$ cat src/rtl/hidden_sum_acc_if.sv
// rtl/hidden_sum_acc_if.sv - beat-in / sum-out handshake bundle for the hidden-unit accumulator
interface hidden_sum_acc_if #(
    parameter int BITN     = 8,
    parameter int SUM_BITN = 12
);
    logic                start;
    logic [BITN-1:0]     bias;
    logic                in_valid;
    logic                in_ready;
    logic                v_bit;
    logic [BITN-1:0]     w;
    logic                sum_valid;
    logic                sum_ready;
    logic [SUM_BITN-1:0] sum;
    logic                sat_flag;
    logic                busy;

    modport master (
        output start, bias, in_valid, v_bit, w, sum_ready,
        input  in_ready, sum_valid, sum, sat_flag, busy
    );

    modport slave (
        input  start, bias, in_valid, v_bit, w, sum_ready,
        output in_ready, sum_valid, sum, sat_flag, busy
    );
endinterface

$ cat src/rtl/hidden_sum_acc.sv
// rtl/hidden_sum_acc.sv - serial bias + sum(v_i*w_i) accumulator with saturated Q8.4 result
module hidden_sum_acc #(
    parameter int BITN     = 8,
    parameter int SUM_BITN = 12,
    parameter int N_IN     = 784,
    parameter int CNT_BITN = 10,
    parameter int ACC_BITN = 20
) (
    input  logic           clk,
    input  logic           rst,
    hidden_sum_acc_if.slave bus
);
    typedef enum logic [1:0] {
        IDLE  = 2'd0,
        ACCUM = 2'd1,
        HOLD  = 2'd2
    } state_t;

    localparam logic [CNT_BITN-1:0]        LAST_CNT = CNT_BITN'(N_IN - 1);
    localparam logic signed [ACC_BITN-1:0] SUM_MAX  = ACC_BITN'((1 << (SUM_BITN - 1)) - 1);
    localparam logic signed [ACC_BITN-1:0] SUM_MIN  = ~SUM_MAX;

    state_t state;
    state_t state_next;

    logic signed [ACC_BITN-1:0] acc;
    logic signed [ACC_BITN-1:0] acc_next;
    logic signed [ACC_BITN-1:0] bias_ext;
    logic signed [ACC_BITN-1:0] w_ext;
    logic [CNT_BITN-1:0]        cnt;
    logic [SUM_BITN-1:0]        sum_q;
    logic                       sat_q;
    logic [SUM_BITN-1:0]        sat_sum;
    logic                       sat_hit;
    logic                       beat;
    logic                       last_beat;
    logic                       ready_c;
    logic                       valid_c;
    logic                       busy_c;

    // Q4.4 operands enter the Q.4 accumulator by sign extension only
    assign bias_ext  = {{(ACC_BITN - BITN){bus.bias[BITN-1]}}, bus.bias};
    assign w_ext     = {{(ACC_BITN - BITN){bus.w[BITN-1]}}, bus.w};
    assign acc_next  = acc + (bus.v_bit ? w_ext : '0);
    assign beat      = bus.in_valid && (state == ACCUM);
    assign last_beat = beat && (cnt == LAST_CNT);

    always_comb begin
        sat_sum = acc_next[SUM_BITN-1:0];
        sat_hit = 1'b0;
        if (acc_next > SUM_MAX) begin
            sat_sum = SUM_MAX[SUM_BITN-1:0];
            sat_hit = 1'b1;
        end else if (acc_next < SUM_MIN) begin
            sat_sum = SUM_MIN[SUM_BITN-1:0];
            sat_hit = 1'b1;
        end
    end

    always_ff @(posedge clk) begin
        if (rst) begin
            state <= IDLE;
        end else begin
            state <= state_next;
        end
    end

    always_comb begin
        state_next = state;
        ready_c    = 1'b0;
        valid_c    = 1'b0;
        busy_c     = 1'b0;
        case (state)
            IDLE: begin
                if (bus.start) begin
                    state_next = ACCUM;
                end
            end
            ACCUM: begin
                ready_c = 1'b1;
                busy_c  = 1'b1;
                if (last_beat) begin
                    state_next = HOLD;
                end
            end
            HOLD: begin
                valid_c = 1'b1;
                busy_c  = 1'b1;
                if (bus.sum_ready) begin
                    state_next = IDLE;
                end
            end
            default: begin
                state_next = IDLE;
            end
        endcase
    end

    // sum/sat_flag persist past HOLD until the next completion or reset
    always_ff @(posedge clk) begin
        if (rst) begin
            acc   <= '0;
            cnt   <= '0;
            sum_q <= '0;
            sat_q <= 1'b0;
        end else begin
            case (state)
                IDLE: begin
                    if (bus.start) begin
                        acc <= bias_ext;
                        cnt <= '0;
                    end
                end
                ACCUM: begin
                    if (beat) begin
                        acc <= acc_next;
                        if (last_beat) begin
                            cnt   <= '0;
                            sum_q <= sat_sum;
                            sat_q <= sat_hit;
                        end else begin
                            cnt <= cnt + CNT_BITN'(1);
                        end
                    end
                end
                default: begin
                end
            endcase
        end
    end

    assign bus.in_ready  = ready_c;
    assign bus.sum_valid = valid_c;
    assign bus.busy      = busy_c;
    assign bus.sum       = sum_q;
    assign bus.sat_flag  = sat_q;
endmodule

$ cat src/flat_wrapper.sv
// flat-port wrapper written by rule: the top's interface ports become plain ports
module hidden_sum_acc_flat 
#(
    parameter int BITN     = 8,
    parameter int SUM_BITN = 12,
    parameter int N_IN     = 784,
    parameter int CNT_BITN = 10,
    parameter int ACC_BITN = 20
)
  (clk, rst, bus_start, bus_bias, bus_in_valid, bus_v_bit, bus_w, bus_sum_ready, bus_in_ready, bus_sum_valid, bus_sum, bus_sat_flag, bus_busy);
  hidden_sum_acc_if #(.BITN(BITN), .SUM_BITN(SUM_BITN)) bus_i ();
  input  logic clk;
  input  logic rst;
  input wire logic [$bits(bus_i.start)-1:0] bus_start;
  input wire logic [$bits(bus_i.bias)-1:0] bus_bias;
  input wire logic [$bits(bus_i.in_valid)-1:0] bus_in_valid;
  input wire logic [$bits(bus_i.v_bit)-1:0] bus_v_bit;
  input wire logic [$bits(bus_i.w)-1:0] bus_w;
  input wire logic [$bits(bus_i.sum_ready)-1:0] bus_sum_ready;
  output wire logic [$bits(bus_i.in_ready)-1:0] bus_in_ready;
  output wire logic [$bits(bus_i.sum_valid)-1:0] bus_sum_valid;
  output wire logic [$bits(bus_i.sum)-1:0] bus_sum;
  output wire logic [$bits(bus_i.sat_flag)-1:0] bus_sat_flag;
  output wire logic [$bits(bus_i.busy)-1:0] bus_busy;
  assign bus_i.start = bus_start;
  assign bus_i.bias = bus_bias;
  assign bus_i.in_valid = bus_in_valid;
  assign bus_i.v_bit = bus_v_bit;
  assign bus_i.w = bus_w;
  assign bus_i.sum_ready = bus_sum_ready;
  assign bus_in_ready = bus_i.in_ready;
  assign bus_sum_valid = bus_i.sum_valid;
  assign bus_sum = bus_i.sum;
  assign bus_sat_flag = bus_i.sat_flag;
  assign bus_busy = bus_i.busy;
  hidden_sum_acc #(.BITN(BITN), .SUM_BITN(SUM_BITN), .N_IN(N_IN), .CNT_BITN(CNT_BITN), .ACC_BITN(ACC_BITN)) u_core (.clk(clk), .rst(rst), .bus(bus_i));
endmodule
$ cat config.mk
export PLATFORM = sky130hd
export DESIGN_NAME = hidden_sum_acc_flat
export DESIGN_NICKNAME = d
export VERILOG_FILES = /design/src/rtl/hidden_sum_acc_if.sv /design/src/rtl/hidden_sum_acc.sv /design/src/flat_wrapper.sv
export SDC_FILE = /design/constraint.sdc
export NUM_CORES = 1
export LEC_CHECK = 0
export CAP_MARGIN = 20
export CORE_MARGIN = 3
export CORE_UTILIZATION = 51
export CTS_CLUSTER_DIAMETER = 80
export DETAILED_ROUTE_END_ITERATION = 10
export PLACE_DENSITY = 0.84
export SLEW_MARGIN = 20
export SYNTH_ARGS = -nofsm -noshare
export SYNTH_HDL_FRONTEND = slang
export SYNTH_SLANG_ARGS = --single-unit
$ cat constraint.sdc
create_clock -name clk -period 3.15 [get_ports clk]
set_input_delay 0.315 -clock clk [delete_from_list [all_inputs] [get_ports clk]]
set_output_delay 0.315 -clock clk [all_outputs]
set_load 0.02 [all_outputs]
### Word level (Yosys, flattened, before mapping)

Index checks and enable logic that the tools add are counted.

| storage, ports and cells | value |
|---|---|
| output and inout bits | 16 |
| RAM bits | 0 |
| bits in read-only memories | 0 |
| word-level logic and storage cells | 43 |
| bits in latches | 0 |
| input port bits | 22 |
| memories | 0 |
| register bits | 45 |

| cells by class | value |
|---|---|
| reductions and logical operators | 8 |
| magnitude comparators | 2 |
| $mul | 0 |
| add/sub/neg operators | 2 |
| bitwise gates (word level) | 0 |
| shifts and indexed selects | 0 |
| multiplexer cells | 19 |
| equal/unequal tests | 7 |
| divide/modulo/power cells | 0 |

Operators with widths:

| cell | number |
|---|---|
| $mux W20 | 3 |
| $pmux W20 S2 | 1 |
| $mux W10 | 3 |
| $mux W12 | 2 |
| $add A20 B20 Y20 | 1 |
| $gt A20 B12 Y1 const B | 1 |
| $lt A20 B12 Y1 const B | 1 |
| $pmux W10 S2 | 1 |
| $add A10 B1 Y10 const B | 1 |
| $eq A10 B10 Y1 const B | 1 |
| $reduce_and A3 Y1 | 3 |
| $mux W2 | 3 |
| $pmux W2 S3 | 1 |
| $mux W1 | 5 |
| $ne A2 B1 Y1 const B | 2 |
| $ne A2 B2 Y1 const B | 2 |
| $eq A2 B1 Y1 const B | 1 |
| $eq A2 B2 Y1 const B | 1 |
| $logic_and A1 B1 Y1 | 2 |
| $logic_not A2 Y1 | 1 |
| $reduce_bool A2 Y1 | 1 |
| $reduce_or A2 Y1 | 1 |

### Longest topological paths before layout

Gate-level depths: netlist of run 1.

| depth | value |
|---|---|
| word-level depth | 6 |
| mapped depth | 13 |
| mapped depth without buffers | 11 |

### Least setup slack after synthesis of run 1

Ideal clock, no wire load.

| timing | value |
|---|---|
| kind | input -> register |
| start | in bus_v_bit |
| end | reg u_core.sum_q[0] (netlist: u_core.bus.sum[0]) |
| path buffers | 3 |
| data required time | 3083 ps |
| path slack | 89 ps |
| library setup time | 67 ps |
| arrival | 2994 ps |
| stages | 13 |
| cell sequence | clkbuf_2 and2_1 ha_1 buf_2 a2111oi_4 o21ai_1 a2111oi_2 or3_1 and2_1 nand4b_1 o41a_1 buf_6 o21ai_2 |

| between the ends | value |
|---|---|
| cells in the longest elaborated chain, start to end | 5 |
| elaborated cells between the ends (all ways) | 6 |
| classes of those cells | add/sub (1); order compare (2); mux (3) |

RTL lines:

| item | line | source |
|---|---|---|
| start, declared | flat_wrapper.sv:17 | `input wire logic [$bits(bus_i.v_bit)-1:0] bus_v_bit;` |
| $mux W20 * | hidden_sum_acc.sv:44 | `assign acc_next = acc + (bus.v_bit ? w_ext : '0);` |
| $add A20 B20 Y20 * | hidden_sum_acc.sv:44 |  |
| $lt A20 B12 Y1 | hidden_sum_acc.sv:54 | `end else if (acc_next < SUM_MIN) begin` |
| $mux W12 | hidden_sum_acc.sv:54 |  |
| $mux W12 * | hidden_sum_acc.sv:51 | `if (acc_next > SUM_MAX) begin` |
| end signal, assigned | hidden_sum_acc.sv:119 | `sum_q <= sat_sum;` |
| end, declared | hidden_sum_acc.sv:31 | `logic [SUM_BITN-1:0] sum_q;` |

Mark *: on every way between the ends. The rest lies on a longest branch, timed or not.
A chain may end at the register's enable or synchronous reset.

### Worst setup path after layout of run 1

| timing | value |
|---|---|
| start | in bus_w[0] |
| end | reg u_core.sum_q[1] (netlist: u_core.bus.sum[1]) |

| between the ends | value |
|---|---|
| cells in the longest elaborated chain, start to end | 5 |
| elaborated cells between the ends (all ways) | 6 |
| classes of those cells | add/sub (1); order compare (2); mux (3) |

RTL lines:

| item | line | source |
|---|---|---|
| start, declared | flat_wrapper.sv:18 | `input wire logic [$bits(bus_i.w)-1:0] bus_w;` |
| $mux W20 * | hidden_sum_acc.sv:44 |  |
| $add A20 B20 Y20 * | hidden_sum_acc.sv:44 |  |
| $lt A20 B12 Y1 | hidden_sum_acc.sv:54 |  |
| $mux W12 | hidden_sum_acc.sv:54 |  |
| $mux W12 * | hidden_sum_acc.sv:51 |  |

Marks and branches as above.

==> flow_summary.toml, run 1 <==
[run_status]
status = "complete, but fails checks"
violations = "negative setup slack"

[sta]
tightestPinTransition_ps = 545
timing.hold.ws_ps = 472
max_freq_mhz = 315
fin_skew_ps = 3.98
finalHoldViolations = 0
period_share_pct = 101
slew_headroom_pct = 63.4
min_period_ps = 3180
slew_viol_final = 0
setup_violations = 8
rsz0062_at_grt = "yes"
worst_slack_ps = -25.4

[floorplanning]
ios = 38
fp.dieArea_um2 = 7460
fp-row-count = 28
core_um2 = 6100
fp.dieH_um = 86.4
start_util_pct = 54.0
die_w_um = 86.4

[pwr]
p_per_area_nw_per_um2 = 849
power_switching_mw = 1.79
p_int_mw = 2.09
combPwrFrac_pct = 66.5
ir_worst_vdd_uv = 608
power_frac_clock_pct = 11.0
p_seq_share_pct = 22.4
leakagePower_nw = 1.81
swShare_pct = 46.2

[global_route]
overflow = 0
grt_pass1_vias = 3520
grt_max_degree = 38
antenna_found_initial = 0
grtUsageTotal_pct = 27.0
grt_pass1_wl_um = 16300

[cts]
clk_path_buf_depth = 2
ctsHoldBuffers = 0
cts_root_buffer = "clkbuf_8"
clock-sinks = 45
numCtsBuffers = 5
h-tree-depth = 2
cts_tree = "built"
insertion_delay_ps = 300
clk_pin_slew_ps = 80

[setup_path]
worstPathCellList = "clkdlybuf4s50_1 > and2_4 > ha_4 > fa_2 > a21oi_2 > o21ai_2 > buf_6 > a2111oi_4 > or3_4 > nand2_1 > o41a_1 > buf_6 > o21ai_2"
cp_max_fo = 7
worstSetupStartpoint = "bus_w[0]"
crit_slowest_cell = "o41a_1"
max_stage_delay_ps = 510
cp-end-kind = "flip-flop"
cp_data_required_time_ps = 3390
crit_path_end = "u_core.bus.sum[1]$_SDFFE_PP0P_"
cp.arrival_ps = 3420
reg2reg_depth = 10
r2r-end = "u_core.bus.sum[1]$_SDFFE_PP0P_"
critPathKind = "in2reg"
rrSetupSlack_ps = 170
timing.rr.start = "u_core.acc[10]$_SDFFE_PP0P_"
cp-start-kind = "input port"

[flow_run]
drv_cap = 0

[logic_synthesis]
ys_seq_area_share_pct = 27.4
yosysTopAreaCellShare_pct = 27.4
synth_top_area_cell = "dfxtp_1"
syn-mean-instance-area_um2 = 7.57
ys_warn_count = 0
ys_async_sr_fraction_pct = 0
synth_nets = 470
synth_edf_count = 0
syn_inst = 435
syn_area_um2 = 3290
ys_seq_elements = 45
synth_cell_type_count = 63
synthTopCellsByArea = "dfxtp_1 (27%), nor2_1 (7.3%), nand2_1 (5.0%)"
synthFlopType = "dfxtp_1"

[drt]
remaining_drc_errors = 0
drtAntennaViolNets = 0
drt-initial-drc-count = 340
post_drt_via_cell_ratio = 6.36
totalWireLength_um = 11300
wl_per_cell_um = 18.8
vias = 3835
drtPass1Iterations = 5

[min_path]
worstHoldPathType = "reg2reg"

[finish]
layout-drive-gt1-share_pct = 26.5
multiInputGateArea_um2 = 2490
nets = 563
seq_area_um2 = 901
diodes = 0
syn2layout_area_growth_pct = 38.9
fillCellCount = 455
finish.instance_area_um2 = 4580

[placement]
dpl_cell_area_um2 = 4140
port_buffers = 37
hpwl_um = 7440
place_ws_ps = -732
routabilityCongestion = 1.01
worst max-delay path: cells and delay by family:
kind / cells / cell delay [ps]
buffers and inverters: 3 / 770
adders and majority gates: 2 / 570
and+or+nand+nor: 3 / 420
AOI/OAI and AO/OA: 5 / 1330
logic make-up (layout without fill, tap and decap cells):
| group | after synthesis | count (layout) | share of synthesized area, % |
|---|---|---|---|
| AO/OA/AOI/OAI | 108 | 108 | 23.6 |
| flip-flops | 45 | 45 | 27.4 |
| multiplexers | 8 | 8 | 2.43 |
| AND/OR/NAND/NOR | 207 | 207 | 31.8 |
| buffers and inverters | 35 | 128 | 4.67 |
| adder cells (fa/ha/maj) | 13 | 13 | 5.17 |
| XOR/XNOR | 19 | 19 | 5.05 |
cells in the mapped netlist, types with 6 or more instances:
cell       n
ha_1      12
a21oi_1   28
dfxtp_1   45
a211oi_1  11
mux2i_1    8
nand3_1   10
nor3_1    21
and2_1    12
inv_1      8
clkbuf_1  16
o21ai_2   10
and3_1     6
or4_1      6
or3_1      7
xor2_1    11
xnor2_1    8
nor2_1    64
o21ai_0   18
nand2_1   44
nand4_1    6
final cells by class:
cell class | count | share of cell area (%)
Tap cell | 75 | 2.05
Inverter | 8 | 0.656
Clock inverter | 2 | 0.766
Sequential cell | 45 | 19.7
Timing Repair Buffer | 113 | 20.8
Clock buffer | 5 | 1.50
Multi-Input combinational cell | 355 | 54.5
how the worst min path moves through the flow:
stage | startpoint | endpoint | slack [ps] | depth (start not counted)
after detailed placement | u_core.bus.sum[11]$_SDFFE_PP0P_ | u_core.bus.sum[11]$_SDFFE_PP0P_ | 460 | 2
after global routing | u_core.bus.sum[11]$_SDFFE_PP0P_ | u_core.bus.sum[11]$_SDFFE_PP0P_ | 490 | 2
final | u_core.cnt[1]$_SDFFE_PP0P_ | u_core.cnt[1]$_SDFFE_PP0P_ | 470 | 2
after floorplan | u_core.acc[2]$_SDFFE_PP0P_ | u_core.acc[2]$_SDFFE_PP0P_ | 440 | 2
after CTS | u_core.bus.sum[11]$_SDFFE_PP0P_ | u_core.bus.sum[11]$_SDFFE_PP0P_ | 470 | 2
after global placement | u_core.bus.sum[11]$_SDFFE_PP0P_ | u_core.bus.sum[11]$_SDFFE_PP0P_ | 450 | 2
through the flow:
step / std cells / utilization, % / setup TNS (ps) / power [mW]
2_1_floorplan: 435 / - / 0 / 2.17
3_3_place_gp: 587 / 67.9 / -8090 / 2.92
3_5_place_dp: 587 / 67.9 / -8520 / 2.98
4_1_cts: 596 / 70.0 / 0 / 3.45
5_1_grt: 603 / 75.1 / -1250 / 4.11
6_report: 603 / 75.1 / -71.6 / 3.88
routing by layer:
layer  wire [µm]  share of wire, %  global-route usage [%]
met5           0                 0                       0
met4         621               5.5                    10.9
met3        1060               9.3                    3.90
met2        5430                48                    47.0
met1        4230                37                    33.3
cell usage in the layout (no fill, tap or decap), drive strengths merged, types with 8 or more instances in the layout:
master	netlist	routed
a211oi	12	12
a21oi	28	28
and2	12	12
buf	9	76
clkdlybuf4s50	0	36
dfxtp	45	45
ha	12	12
inv	8	8
mux2i	8	8
nand2	44	44
nand3	10	10
nor2	65	65
nor3	21	21
o21ai	30	30
xnor2	8	8
xor2	11	11
sequential cells by signal, indices dropped and copies added (netlist names):
name                 flops
u_core.state             2
u_core.bus.sum          12
u_core.cnt              10
u_core.bus.sat_flag      1
u_core.acc              20
what timing repair did:
item | in CTS | in global routing
resized for setup | 6 | 53
setup endpoints to repair | 12 | 12
setup buffers | 2 | 6
pin swaps | 2 | 26
cloned | 0 | 1
power by group through the flow:
stage	clock [mW]	sequential, mW	combinational, mW
floorplan	0	0.778	1.39
global placement	0	0.848	2.08
detailed placement	0	0.855	2.12
CTS	0.433	0.844	2.17
global route	0.455	0.883	2.78
finish	0.428	0.872	2.58
Power figures use the tool's default switching activity.
==> inputs of run 2 (changes only) <==
- CTS_CLUSTER_DIAMETER: 80 -> not set
==> results of run 2 <==
Final layout, timing and power as in run 1 (identical DEF).
==> edit: new RTL, settings of run 2 <==
`SUM_BITN` is set to 12 in 3 places; all go to 13.
--- a/src/rtl/hidden_sum_acc_if.sv
+++ b/src/rtl/hidden_sum_acc_if.sv
@@ -1,7 +1,7 @@
 // rtl/hidden_sum_acc_if.sv - beat-in / sum-out handshake bundle for the hidden-unit accumulator
 interface hidden_sum_acc_if #(
     parameter int BITN     = 8,
-    parameter int SUM_BITN = 12
+    parameter int SUM_BITN = 13
 );
     logic                start;
     logic [BITN-1:0]     bias;
--- a/src/rtl/hidden_sum_acc.sv
+++ b/src/rtl/hidden_sum_acc.sv
@@ -1,7 +1,7 @@
 // rtl/hidden_sum_acc.sv - serial bias + sum(v_i*w_i) accumulator with saturated Q8.4 result
 module hidden_sum_acc #(
     parameter int BITN     = 8,
-    parameter int SUM_BITN = 12,
+    parameter int SUM_BITN = 13,
     parameter int N_IN     = 784,
     parameter int CNT_BITN = 10,
     parameter int ACC_BITN = 20
--- a/src/flat_wrapper.sv
+++ b/src/flat_wrapper.sv
@@ -2,7 +2,7 @@
 module hidden_sum_acc_flat 
 #(
     parameter int BITN     = 8,
-    parameter int SUM_BITN = 12,
+    parameter int SUM_BITN = 13,
     parameter int N_IN     = 784,
     parameter int CNT_BITN = 10,
     parameter int ACC_BITN = 20
Interface: changed (resized bus_sum); port bits go from 38 to 39. No check against the original RTL was run, so the function may have changed too.
==> edit against run 2 <==
Clock skew grew 0.0036 ns. Wire length fell by 1.8%. Setup slack better by 0.037 ns. Maximum frequency increased by 1.2%. Cell area is 0.77% lower. Register-to-register slack worse by 0.02 ns. Sequential cell count up 1. Area after synthesis grew 1.7%.
Power is not compared: it rests on default switching activity, and its combinational part moved more than twofold at a synthesized area within 25%.
==> edit: results (changes against run 2) <==
[hold_path]
holdCritPathClass=input port to flip-flop
min_to=u_core.acc[12]
min_from=rst

[logic_synthesis]
synthXorXnorAreaFrac_pct=6.80  ; +1.7 points
synth_compound_area_share_pct=26.2  ; +2.7 points
synthTopCellsByCount=nor2_1 (65), dfxtp_1 (46), nand2_1 (37)
synthAdderAreaFrac_pct=5.08  ; -0.089 points
muxShareOfSynthArea_pct=2.58  ; +0.14 points
synth_area_leaders=dfxtp_1 (27%), nor2_1 (7.3%), o32ai_2 (5.3%)
ys_types=68  ; +7.9%
syn-num-nets=450  ; -4.3%
synthFlopType=dfxtp_1
avgSynthCellArea_um2=8.07  ; +6.7%
yosysSeqAreaShare_pct=27.5  ; +0.13 points

[detailed_routing]
via_per_inst=6.36  ; about the same
drt_iter0_drc=431  ; +27%
routed_wl_um=11100  ; -1.8%
wl_per_cell_um=19.4  ; +3.4%

[global_routing]
antenna_found_initial=1  ; +1
grt_pass1_wl_um=16700  ; +2.7%
grt_max_degree=29  ; -24%
grt_usage_pct=28.0  ; +1.0 points
grt_pass1_vias=3377  ; -4.1%

[final_layout]
diodes=1  ; +1
nets=531  ; -5.7%
drive_gt1_share_pct=25.6  ; -0.96 points
n_sequential_cell=46  ; +2.2%
area_delta_synth_final_pct=35.5
nonClkBufAreaFrac_pct=19.1  ; -1.8 points
clock_buffer_count=6  ; +1
nFillCells=436  ; -4.2%
buffers=101  ; -11%
multi_input_area_um2=2520  ; +0.95%
nMultiInputCombCells=334  ; -5.9%
clk_share_pct=2.42  ; +0.16 points
final_area_um2=4540  ; -0.77%
sh_seq_area_pct=20.3  ; +0.59 points

[setup_path]
max_stage_delay_ns=0.41  ; -0.10 ns
ff2ff_setup_slack_ns=0.15  ; -0.02 ns
reg2reg_to=u_core.bus.sum[7]
arrival_ns=3.30  ; -0.12 ns
cp_max_fo=6  ; -1
rr_startpoint=u_core.acc[4]
ff2ff_path_depth=12  ; +2
cp_slowest_cell=clkdlybuf4s50_1

[placed_design]
hpwl_um=7590  ; +2.0%
place.gp.congestion=1.00  ; -0.18%
dp_cells=556  ; -5.3%
port_buffers=38  ; +2.7%
place_area_um2=4110  ; -0.76%
dp_slack_ns=-0.527  ; +0.205 ns

[outcome]
status=complete, no violations

[power]
p_comb_uw=1230

[clock_network]
htreeDepth=2  ; unchanged
root_buffer=clkbuf_8

[sta]
tightest_slew_ns=0.764  ; +0.218 ns
finClkSkew_ns=0.00757  ; +0.00358 ns

==> edit: changes by cell type after synthesis, moves of 6 or more <==
cell / delta
nand2_1: -7
nor3_1: -6
o21ai_2: -9
o21ai_0: -8
o32ai_2: +11
==> edit: metrics by stage <==
stage / TNS (ns) / hold WS (ns) / power (uW)
finish: 0 / 0.496 / 2440
floorplan: 0 / 0.436 / 1410
CTS: 0 / 0.482 / 2310
global route: -0.611 / 0.512 / 2550
global placement: -6.81 / 0.452 / 1770
detailed placement: -7.45 / 0.467 / 1800
==> edit: cells by family (layout without fill, tap and decap cells) <==
logic type	Yosys count	after routing
other	0	1
adders and majority gates	13	13
xor gates and xnor gates	26	26
buffers and inverters	35	117
muxes	8	8
and+or+nand+nor	183	183
DFF	46	46
AOI/OAI and AO/OA	104	104
==> edit: repair_timing <==
item / 4_1_cts / 5_1_grt
setup buffers: 3 / 4
hold buffers: 0 / 0
resized for setup: 20 / 25
pin swaps: 8 / 24
gates cloned: 1 / 0
endpoints found under the setup margin: 13 / 13
==> edit: per-layer routing <==
metal,part of all wire (%),global-route usage [%],up-vias
met2,48,49.1,212
met3,7.0,3.31,50
met5,0,0,-
met1,41,36.0,1713
li1,-,-,1668
met4,3.9,8.22,0
==> edit: worst max path at each step <==
stage	startpoint	endpoint	slack (ns)	depth (start not counted)
after floorplan	bus_v_bit	u_core.bus.sum[0]	0.01	13
after global placement	bus_v_bit	u_core.bus.sum[8]	-0.48	13
after detailed placement	bus_v_bit	u_core.bus.sum[4]	-0.53	14
after CTS	bus_w[0]	u_core.bus.sum[9]	0.04	13
after global routing	bus_w[3]	u_core.bus.sum[7]	-0.07	14
final	bus_w[3]	u_core.bus.sum[7]	0.01	14
